===== src/rtl/vit_k3_pkg.sv =====
`default_nettype none
// ============================================================================
// Module   : vit_k3_pkg
// Brief    : Shared types and helpers for the K=3 (4-state) Viterbi decoder.
// Revision : 1.0 - initial release
// ============================================================================
package vit_k3_pkg;

  localparam int NUM_STATES = 4;
  localparam int STATE_W    = 2;

  // Trellis state: {u(t-1), u(t-2)}
  typedef logic [STATE_W-1:0] state_t;

  // Traceback controller states
  typedef enum logic [1:0] {
    FILL  = 2'd0,
    TRACE = 2'd1,
    OUT   = 2'd2
  } tb_fsm_t;

  // Predecessor of state s given its survivor decision d.
  // This is the same mapping the ACS uses to pick survivors.
  function automatic state_t pred(input state_t s, input logic d);
    return {s[0], d};
  endfunction

endpackage
`default_nettype wire


===== src/rtl/viterbi_traceback_if.sv =====
`default_nettype none
// ============================================================================
// Module   : viterbi_traceback_if
// Brief    : Decision-input and decoded-output handshakes of the traceback.
// Revision : 1.0 - initial release
// ============================================================================
interface viterbi_traceback_if;
  import vit_k3_pkg::*;

  logic                  dec_valid;
  logic                  dec_ready;
  logic [NUM_STATES-1:0] dec_bits;
  state_t                best_state;
  logic                  out_valid;
  logic                  out_ready;
  logic                  out_bit;

  // Master: ACS side feeding decisions and the sink consuming bits
  modport master (
    output dec_valid, dec_bits, best_state, out_ready,
    input  dec_ready, out_valid, out_bit
  );

  // Slave: the traceback unit
  modport slave (
    input  dec_valid, dec_bits, best_state, out_ready,
    output dec_ready, out_valid, out_bit
  );

endinterface
`default_nettype wire


===== src/rtl/tb_survivor_mem.sv =====
`default_nettype none
// ============================================================================
// Module   : tb_survivor_mem
// Brief    : TB_LEN x 4 survivor decision store, sync write, async read.
// Revision : 1.0 - initial release
// ============================================================================
module tb_survivor_mem #(
  parameter int TB_LEN = 15,
  parameter int ADDR_W = $clog2(TB_LEN)
) (
  input  logic              clk,
  input  logic              wr_en,
  input  logic [ADDR_W-1:0] wr_addr,
  input  logic [3:0]        wr_data,
  input  logic [ADDR_W-1:0] rd_addr,
  output logic [3:0]        rd_data
);

  logic [3:0] r_mem [TB_LEN];

  // Store one step's decisions; contents are deliberately not reset
  always_ff @(posedge clk) begin
    if (wr_en) begin
      r_mem[wr_addr] <= wr_data;
    end
  end

  assign rd_data = r_mem[rd_addr];

endmodule
`default_nettype wire


===== src/rtl/viterbi_traceback.sv =====
`default_nettype none
// ============================================================================
// Module   : viterbi_traceback
// Brief    : Block traceback for the K=3 Viterbi decoder. Buffers TB_LEN
//            decision steps, walks back from the best final state, then
//            streams the decoded bits oldest-first.
// Revision : 1.0 - initial release
// ============================================================================
module viterbi_traceback
  import vit_k3_pkg::*;
#(
  parameter int TB_LEN = 15
) (
  input  logic                clk,
  input  logic                rst_n,
  viterbi_traceback_if.slave  bus
);

  localparam int              PTR_W  = $clog2(TB_LEN);
  localparam logic [PTR_W-1:0] c_last = PTR_W'(TB_LEN - 1);
  localparam logic [PTR_W-1:0] c_one  = PTR_W'(1);

  tb_fsm_t           r_state;
  tb_fsm_t           w_next;
  logic [PTR_W-1:0]  r_wr_ptr;
  logic [PTR_W-1:0]  r_tb_ptr;
  logic [PTR_W-1:0]  r_rd_ptr;
  state_t            r_tb_state;
  logic [TB_LEN-1:0] r_obit;

  logic              w_dec_ready;
  logic              w_out_valid;
  logic              w_accept;
  logic              w_out_hs;
  logic [3:0]        w_rd_data;
  logic              w_surv_bit;

  assign w_accept   = bus.dec_valid && w_dec_ready;
  assign w_out_hs   = w_out_valid && bus.out_ready;
  assign w_surv_bit = w_rd_data[r_tb_state];

  tb_survivor_mem #(
    .TB_LEN (TB_LEN),
    .ADDR_W (PTR_W)
  ) u_mem (
    .clk     (clk),
    .wr_en   (w_accept),
    .wr_addr (r_wr_ptr),
    .wr_data (bus.dec_bits),
    .rd_addr (r_tb_ptr),
    .rd_data (w_rd_data)
  );

  // FSM state register
  always_ff @(posedge clk) begin
    if (!rst_n) begin
      r_state <= FILL;
    end else begin
      r_state <= w_next;
    end
  end

  // FSM next-state: fill a block, trace it back, drain it
  always_comb begin
    w_next = r_state;
    case (r_state)
      FILL:    if (w_accept && (r_wr_ptr == c_last)) w_next = TRACE;
      TRACE:   if (r_tb_ptr == '0)                    w_next = OUT;
      OUT:     if (w_out_hs && (r_rd_ptr == c_last))  w_next = FILL;
      default: w_next = FILL;
    endcase
  end

  // FSM outputs: handshakes decode from state only, no input feed-through
  always_comb begin
    w_dec_ready = 1'b0;
    w_out_valid = 1'b0;
    case (r_state)
      FILL:    w_dec_ready = 1'b1;
      OUT:     w_out_valid = 1'b1;
      default: ;
    endcase
  end

  // Pointers and traceback state register
  always_ff @(posedge clk) begin
    if (!rst_n) begin
      r_wr_ptr   <= '0;
      r_tb_ptr   <= '0;
      r_rd_ptr   <= '0;
      r_tb_state <= '0;
    end else begin
      case (r_state)
        FILL: begin
          if (w_accept) begin
            if (r_wr_ptr == c_last) begin
              r_tb_state <= bus.best_state;
              r_tb_ptr   <= c_last;
            end else begin
              r_wr_ptr <= r_wr_ptr + c_one;
            end
          end
        end
        TRACE: begin
          r_tb_state <= pred(r_tb_state, w_surv_bit);
          r_tb_ptr   <= r_tb_ptr - c_one;
          if (r_tb_ptr == '0) begin
            r_rd_ptr <= '0;
          end
        end
        OUT: begin
          if (w_out_hs) begin
            if (r_rd_ptr == c_last) begin
              r_rd_ptr <= '0;
              r_wr_ptr <= '0;
            end else begin
              r_rd_ptr <= r_rd_ptr + c_one;
            end
          end
        end
        default: ;
      endcase
    end
  end

  // Decoded bit of each step during traceback; storage is not reset
  always_ff @(posedge clk) begin
    if (r_state == TRACE) begin
      r_obit[r_tb_ptr] <= r_tb_state[1];
    end
  end

  assign bus.dec_ready = w_dec_ready;
  assign bus.out_valid = w_out_valid;
  assign bus.out_bit   = w_out_valid ? r_obit[r_rd_ptr] : 1'b0;

endmodule
`default_nettype wire


===== src/flat_wrapper.sv =====
// flat-port wrapper written by rule: the top's interface ports become plain ports
module viterbi_traceback_flat import vit_k3_pkg::*;
#(
  parameter int TB_LEN = 15
)
  (clk, rst_n, bus_dec_valid, bus_dec_bits, bus_best_state, bus_out_ready, bus_dec_ready, bus_out_valid, bus_out_bit);
  viterbi_traceback_if bus_i ();
  input  logic clk;
  input  logic rst_n;
  input wire logic [$bits(bus_i.dec_valid)-1:0] bus_dec_valid;
  input wire logic [$bits(bus_i.dec_bits)-1:0] bus_dec_bits;
  input wire logic [$bits(bus_i.best_state)-1:0] bus_best_state;
  input wire logic [$bits(bus_i.out_ready)-1:0] bus_out_ready;
  output wire logic [$bits(bus_i.dec_ready)-1:0] bus_dec_ready;
  output wire logic [$bits(bus_i.out_valid)-1:0] bus_out_valid;
  output wire logic [$bits(bus_i.out_bit)-1:0] bus_out_bit;
  assign bus_i.dec_valid = bus_dec_valid;
  assign bus_i.dec_bits = bus_dec_bits;
  assign bus_i.best_state = bus_best_state;
  assign bus_i.out_ready = bus_out_ready;
  assign bus_dec_ready = bus_i.dec_ready;
  assign bus_out_valid = bus_i.out_valid;
  assign bus_out_bit = bus_i.out_bit;
  viterbi_traceback #(.TB_LEN(TB_LEN)) u_core (.clk(clk), .rst_n(rst_n), .bus(bus_i));
endmodule

===== config.mk =====
export PLATFORM = sky130hd
export DESIGN_NAME = viterbi_traceback_flat
export DESIGN_NICKNAME = d
export VERILOG_FILES = /design/src/rtl/vit_k3_pkg.sv /design/src/rtl/viterbi_traceback_if.sv /design/src/rtl/tb_survivor_mem.sv /design/src/rtl/viterbi_traceback.sv /design/src/flat_wrapper.sv
export SDC_FILE = /design/constraint.sdc
export NUM_CORES = 1
export LEC_CHECK = 0
export ABC_AREA = 1
export CAP_MARGIN = 20
export CORE_ASPECT_RATIO = 0.7
export CORE_MARGIN = 2
export CORE_UTILIZATION = 45
export CTS_BUF_LIST = sky130_fd_sc_hd__clkbuf_16
export DETAILED_ROUTE_END_ITERATION = 6
export PLACE_DENSITY = 0.57
export REMOVE_ABC_BUFFERS = 1
export SLEW_MARGIN = 25
export SYNTH_ARGS = -nofsm -noshare
export SYNTH_HDL_FRONTEND = slang
export SYNTH_SLANG_ARGS = --single-unit

===== constraint.sdc =====
create_clock -name clk -period 2.3 [get_ports clk]
set_clock_uncertainty 0.1 [all_clocks]
set_input_delay 0.46 -clock clk [delete_from_list [all_inputs] [get_ports clk]]
set_output_delay 0.46 -clock clk [all_outputs]
set_load 0.01 [all_outputs]

-- Word level (Yosys, flattened, before mapping)
Memory sizes are Yosys's and may differ from the RTL's. A register that Yosys moved wholly into a read port is not among the register bits.
Cells that the tools add are included.
- register bits after elaboration: 31
- memory bits (writable): 60
- input port bits: 10
- output and inout port bits: 3
- logic and storage cells: 73
- memories: 1
- memory list (memory ; words ; bits a word ; read ports ; clocked after memory_dff ; wr ports ; line ; text):
    u_core.u_mem.r_mem ; 15 ; 4 ; 1 ; 1 ; 1 ; tb_survivor_mem.sv:19 ; logic [3:0] r_mem [TB_LEN];
- add/sub/neg operators: 3
- order comparisons: 4
- equality and inequality tests: 12
- muxes and demuxes: 33
- reductions and logical operators: 14
- operator list (cell ; count):
    two-way mux 4 bit ; 11
    case mux 4 bit (2 select lines) ; 3
    bitwise mux 15 bit ; 1
    inequality test 2 x 1 -> 1 bit (second input constant) ; 7
    less-than comparator 4 x 5 -> 1 bit (second input constant) ; 2
    two-way mux 2 bit ; 5
    AND reduction 3 bit ; 3
    adder 4 x 1 -> 4 bit (second input constant) ; 2
    equality test 4 bit (second input constant) ; 2
    two-way mux 1 bit ; 8
    case mux 2 bit (3 select lines) ; 1
    nonzero test 2 bit ; 3
    logical AND 1 bit ; 5
    AND reduction 5 bit ; 1
    binary-select mux 1 bit (select 4 bit) ; 1
    demux 1 bit (select 4 bit) ; 1
    greater-or-equal comparator 4 x 1 -> 1 bit (second input constant) ; 1
    logical NOT 4 bit ; 1
    case mux 2 bit (2 select lines) ; 1
    subtractor 4 x 1 -> 4 bit (second input constant) ; 1
    less-than comparator 2 x 3 -> 1 bit (second input constant) ; 1
    binary-select mux 1 bit (select 2 bit) ; 1
    equality test 2 x 1 -> 1 bit (second input constant) ; 1
    equality test 2 bit (second input constant) ; 1
    2 further kinds ; 2

-- Logic depth before layout (Yosys ltp)
Gate-level depths: netlist of run 1.
- word-level depth: 7
- depth in mapped cells: 12
- mapped depth without buffers: 12

-- By module
Synthesis of run 1 repeated with hierarchy kept, for this count alone.
- cells, all modules: 491
- area, all modules: 4496.8 um^2
- modules (own cells, without submodules) (module ; times used ; cells each ; area each (um^2) ; sequential area each (um^2)):
    tb_survivor_mem ; 1 ; 265 ; 2731.4 ; 1801.7
    viterbi_traceback ; 1 ; 226 ; 1765.4 ; 770.7

-- Worst setup path after synthesis of run 1
No wires, ideal clock.
- kind: reg-to-reg
- from: register u_core.r_state[0]
- to: register with a tool-made name
- library setup time: 0.077 ns
- arrival time: 1.600 ns
- required time: 2.123 ns
- path slack: 0.523 ns
- stages on the path, launching flop included: 10
- path buffers: 0
- clock period less this slack: 1.777 ns
- cells stage by stage: dfxtp_1 > inv_1 > ha_1 > nand2_1 > nor2_2 > inv_2 > o21ai_2 > nand4_1 > xor2_1 > a21oi_1
- RTL lines (what ; line ; text):
    start: declaration ; viterbi_traceback.sv:23 ; tb_fsm_t r_state;
    start signal: assignment ; viterbi_traceback.sv:59 ; r_state <= w_next;

-- Final worst setup path of run 1
- from: register u_core.r_state[0]
- to: output port bus_dec_ready
- longest elaborated chain between the ends: 2
- RTL lines (what ; line ; text):
    logical NOT 2 bit ; viterbi_traceback.sv:78 ; case (r_state)
    two-way mux 1 bit ; viterbi_traceback.sv:78 ;
    end: declaration ; flat_wrapper.sv:14 ; output wire logic [$bits(bus_i.dec_ready)-1:0] bus_dec_ready;
No other way between the ends.

==> metrics.txt, run 1 <==
outcome finished, final reports clean; max-cap violations 0; Die Y 85.1 µm; Core Region 9110 µm²; Synth Cell Area 4220 µm²; DIE AREA 10200 µm²; initial antenna violation count 0; Max Clk Rate 456 MHz; largest area contributor in the netlist edfxtp_1; Slew @ Worst Pin 0.632 ns; dominant synthesized flop cell edfxtp_1; endpoint class of the critical path primary output; power density over cell area 1040 nW/µm²; Rows 29; critical path class register to primary output; final core utilization 0.527; ranking of synthesized cells by area edfxtp_1 53%, dfxtp_1 9.5%, nand2_1 9.4%, nand3_1 7.2%, ha_1 4.4%; Slew Limit Fails 0; CP max stage delay 0.58 ns; slowest cell on the critical path clkdlybuf4s50_1; setup violators final 0; Final ANT Viol Nets 0; CTS Hold Buffers Added 0; final HPWL from detailed placement 6620 µm; Synth Instances 415; Worst VDD drop 0.000533 V; antenna cells 0; cell breakdown of the critical path inv_1 -> ha_1 -> clkdlybuf4s50_1; flops & latches, synth 95; Placed Cells 551; Routed WL 9180 µm; Leak Pwr 0.00174 µW; sequential area share after synthesis 0.628; Root Driver clkbuf_16; top post-synthesis cells by count 106 x nand2_1, 75 x edfxtp_1, 61 x nand3_1; Longest Clk Path Bufs 2; postcts setup bufs 0; post-synth cell types 30; I/O Buffers 12; Setup TNS 0 ns; Yosys top cell area share 0.533; CP top delay family buffers and inverters; vias 2964; share of cells above drive strength 1 0.0971; Yosys Warn Count 0; first-pass GRT wire length 14900 µm; WP buf/inv 2; DRC viols 0; Hold Crit Class register to register; DR WL/cell 16.2 µm; clock net sink count 95; Arr. time, crit path 1.63 ns; post-route cell area 4800 µm²; Layout area overhead 13.7%; CTS tree done; DR vias/cell 5.23; pin count of the biggest net entering global routing 29; CP Data Required Time 1.74 ns; number of synthesized flops with an enable pin 75; layout net count 463; Reg clk slew, reported paths 0.06 ns; Final Cycle Share 0.953; RSZ-0062 raised after global routing no; I/O pins 13; GRT Overall Usage 0.197; Placed Area 4490 µm²; Synth async-reset ratio 0; Max Fanout on Critical Path 5; cts bufs inserted 9; H-tree level count 3; most common cell in the synthesized netlist nand2_1; CP Launch Type register; final hold vios 0; clock latency on the worst-skew pair 0.34 ns; syn_area_per_cell 10.2 µm²; Starting Density 0.464; Final Critical Period 2.19 ns; Starting DRT DRC Count 260; Die X 120 µm; global placer's final weighted congestion 0.857; GRT overflow 0; DR pass1 iterations 4; vias in the first global route 2795; Final Non-Filler Cells 567; worst hold slack 0.424 ns; Rel. slew slack 0.578
## placed cells by master, fill, tap and decap left out, drive strengths merged
master,instances
clkinvlp,1
a31oi,1
o2111ai,1
a22oi,1
nor2,47
o211ai,2
bufinv,1
nor3b,2
buf,9
dfxtp,20
a221oi,1
nand2,106
nor3,2
ha,15
clkbuf,10
clkdlybuf4s50,11
or2,2
nand4,1
xor2,2
inv,33
a21oi,14
nand3,61
o21ai,20
clkinv,5
edfxtp,75
## cells by family (layout without fill, tap and decap cells)
family                     count (synthesis)  after routing  share of synthesized area
DFF                                       95             95                      0.628
adders and majority gates                 15             15                     0.0444
xor gates and xnor gates                   2              2                    0.00415
AOI/OAI and AO/OA                         40             40                     0.0530
and+or+nand+nor                          221            221                      0.222
buffers and inverters                     42             70                     0.0480
## worst register-to-register path, cell delays in order, from the launching register on
cell,delay (ns)
dfxtp_1,0.33
inv_1,0.09
ha_1,0.23
inv_1,0.20
nor2_1,0.10
or2_1,0.23
inv_1,0.07
nand2_1,0.06
buf_4,0.16
nor3_1,0.19
nor3b_2,0.08
## per-layer routing
| layer | wire length [µm] | global-route usage |
|---|---|---|
| met5 | 0 | 0 |
| met2 | 3800 | 0.269 |
| met4 | 139 | 0.0674 |
| met3 | 520 | 0.0423 |
| met1 | 4720 | 0.309 |
## where the power goes
group | switching (µW) | internal [µW] | total, µW
Sequential | 112 | 2010 | 2120
Clock | 629 | 844 | 1470
Combinational | 911 | 472 | 1380
Total | 1650 | 3320 | 4970
## through the flow
step,power (µW),setup WS (ns)
finish,4970,0.108
global route,5280,0.0351
CTS,4970,0.0225
detailed placement,3500,0.0919
global placement,3480,0.124
floorplan,2980,0.358
## timing repair
action / in CTS / in global routing
endpoints found under the setup margin: 1 / 1
pin swaps: 0 / 2
cloned: 0 / 0
resized for setup: 3 / 9
## sequential cells by signal (all words and copies together), names as in the netlist, named ones only
| name | cells |
|---|---|
| u_core.r_obit | 15 |
| u_core.r_rd_ptr | 4 |
| u_core.r_state | 2 |
| u_core.r_tb_ptr | 4 |
| u_core.r_tb_state | 2 |
| u_core.r_wr_ptr | 4 |
| u_core.u_mem.r_mem | 60 |
## final timing paths
kind                        startpoint              endpoint  slack, ns  cells after the start
hold reg to reg   u_core.r_tb_state[0]  u_core.r_tb_state[0]       0.42                      2
hold / removal    u_core.r_tb_state[0]  u_core.r_tb_state[0]       0.42                      2
setup reg to reg     u_core.r_state[0]    u_core.r_rd_ptr[3]       0.36                     10
setup / recovery     u_core.r_state[0]         bus_dec_ready       0.11                      3
## cell type report
class	count	area, µm²
clock inverters	7	72.6
well taps	124	155
repair buffers	21	183
flip-flops and latches	95	2660
clock buffers	9	225
inverters	33	125
multi-input cells	278	1390
fillers	841	4300
No activity file was read; power rests on OpenSTA's default activity.
==> run 2, diff against run 1 <==
- CTS_CLUSTER_DIAMETER: not set -> 40
==> results of run 2 <==
No change in the layout: final DEF, timing and power equal those of run 1.
==> run 3, diff against run 2 <==
- CTS_CLUSTER_SIZE: not set -> 24
==> results of run 3 <==
No change in the layout: final DEF, timing and power equal those of run 1.
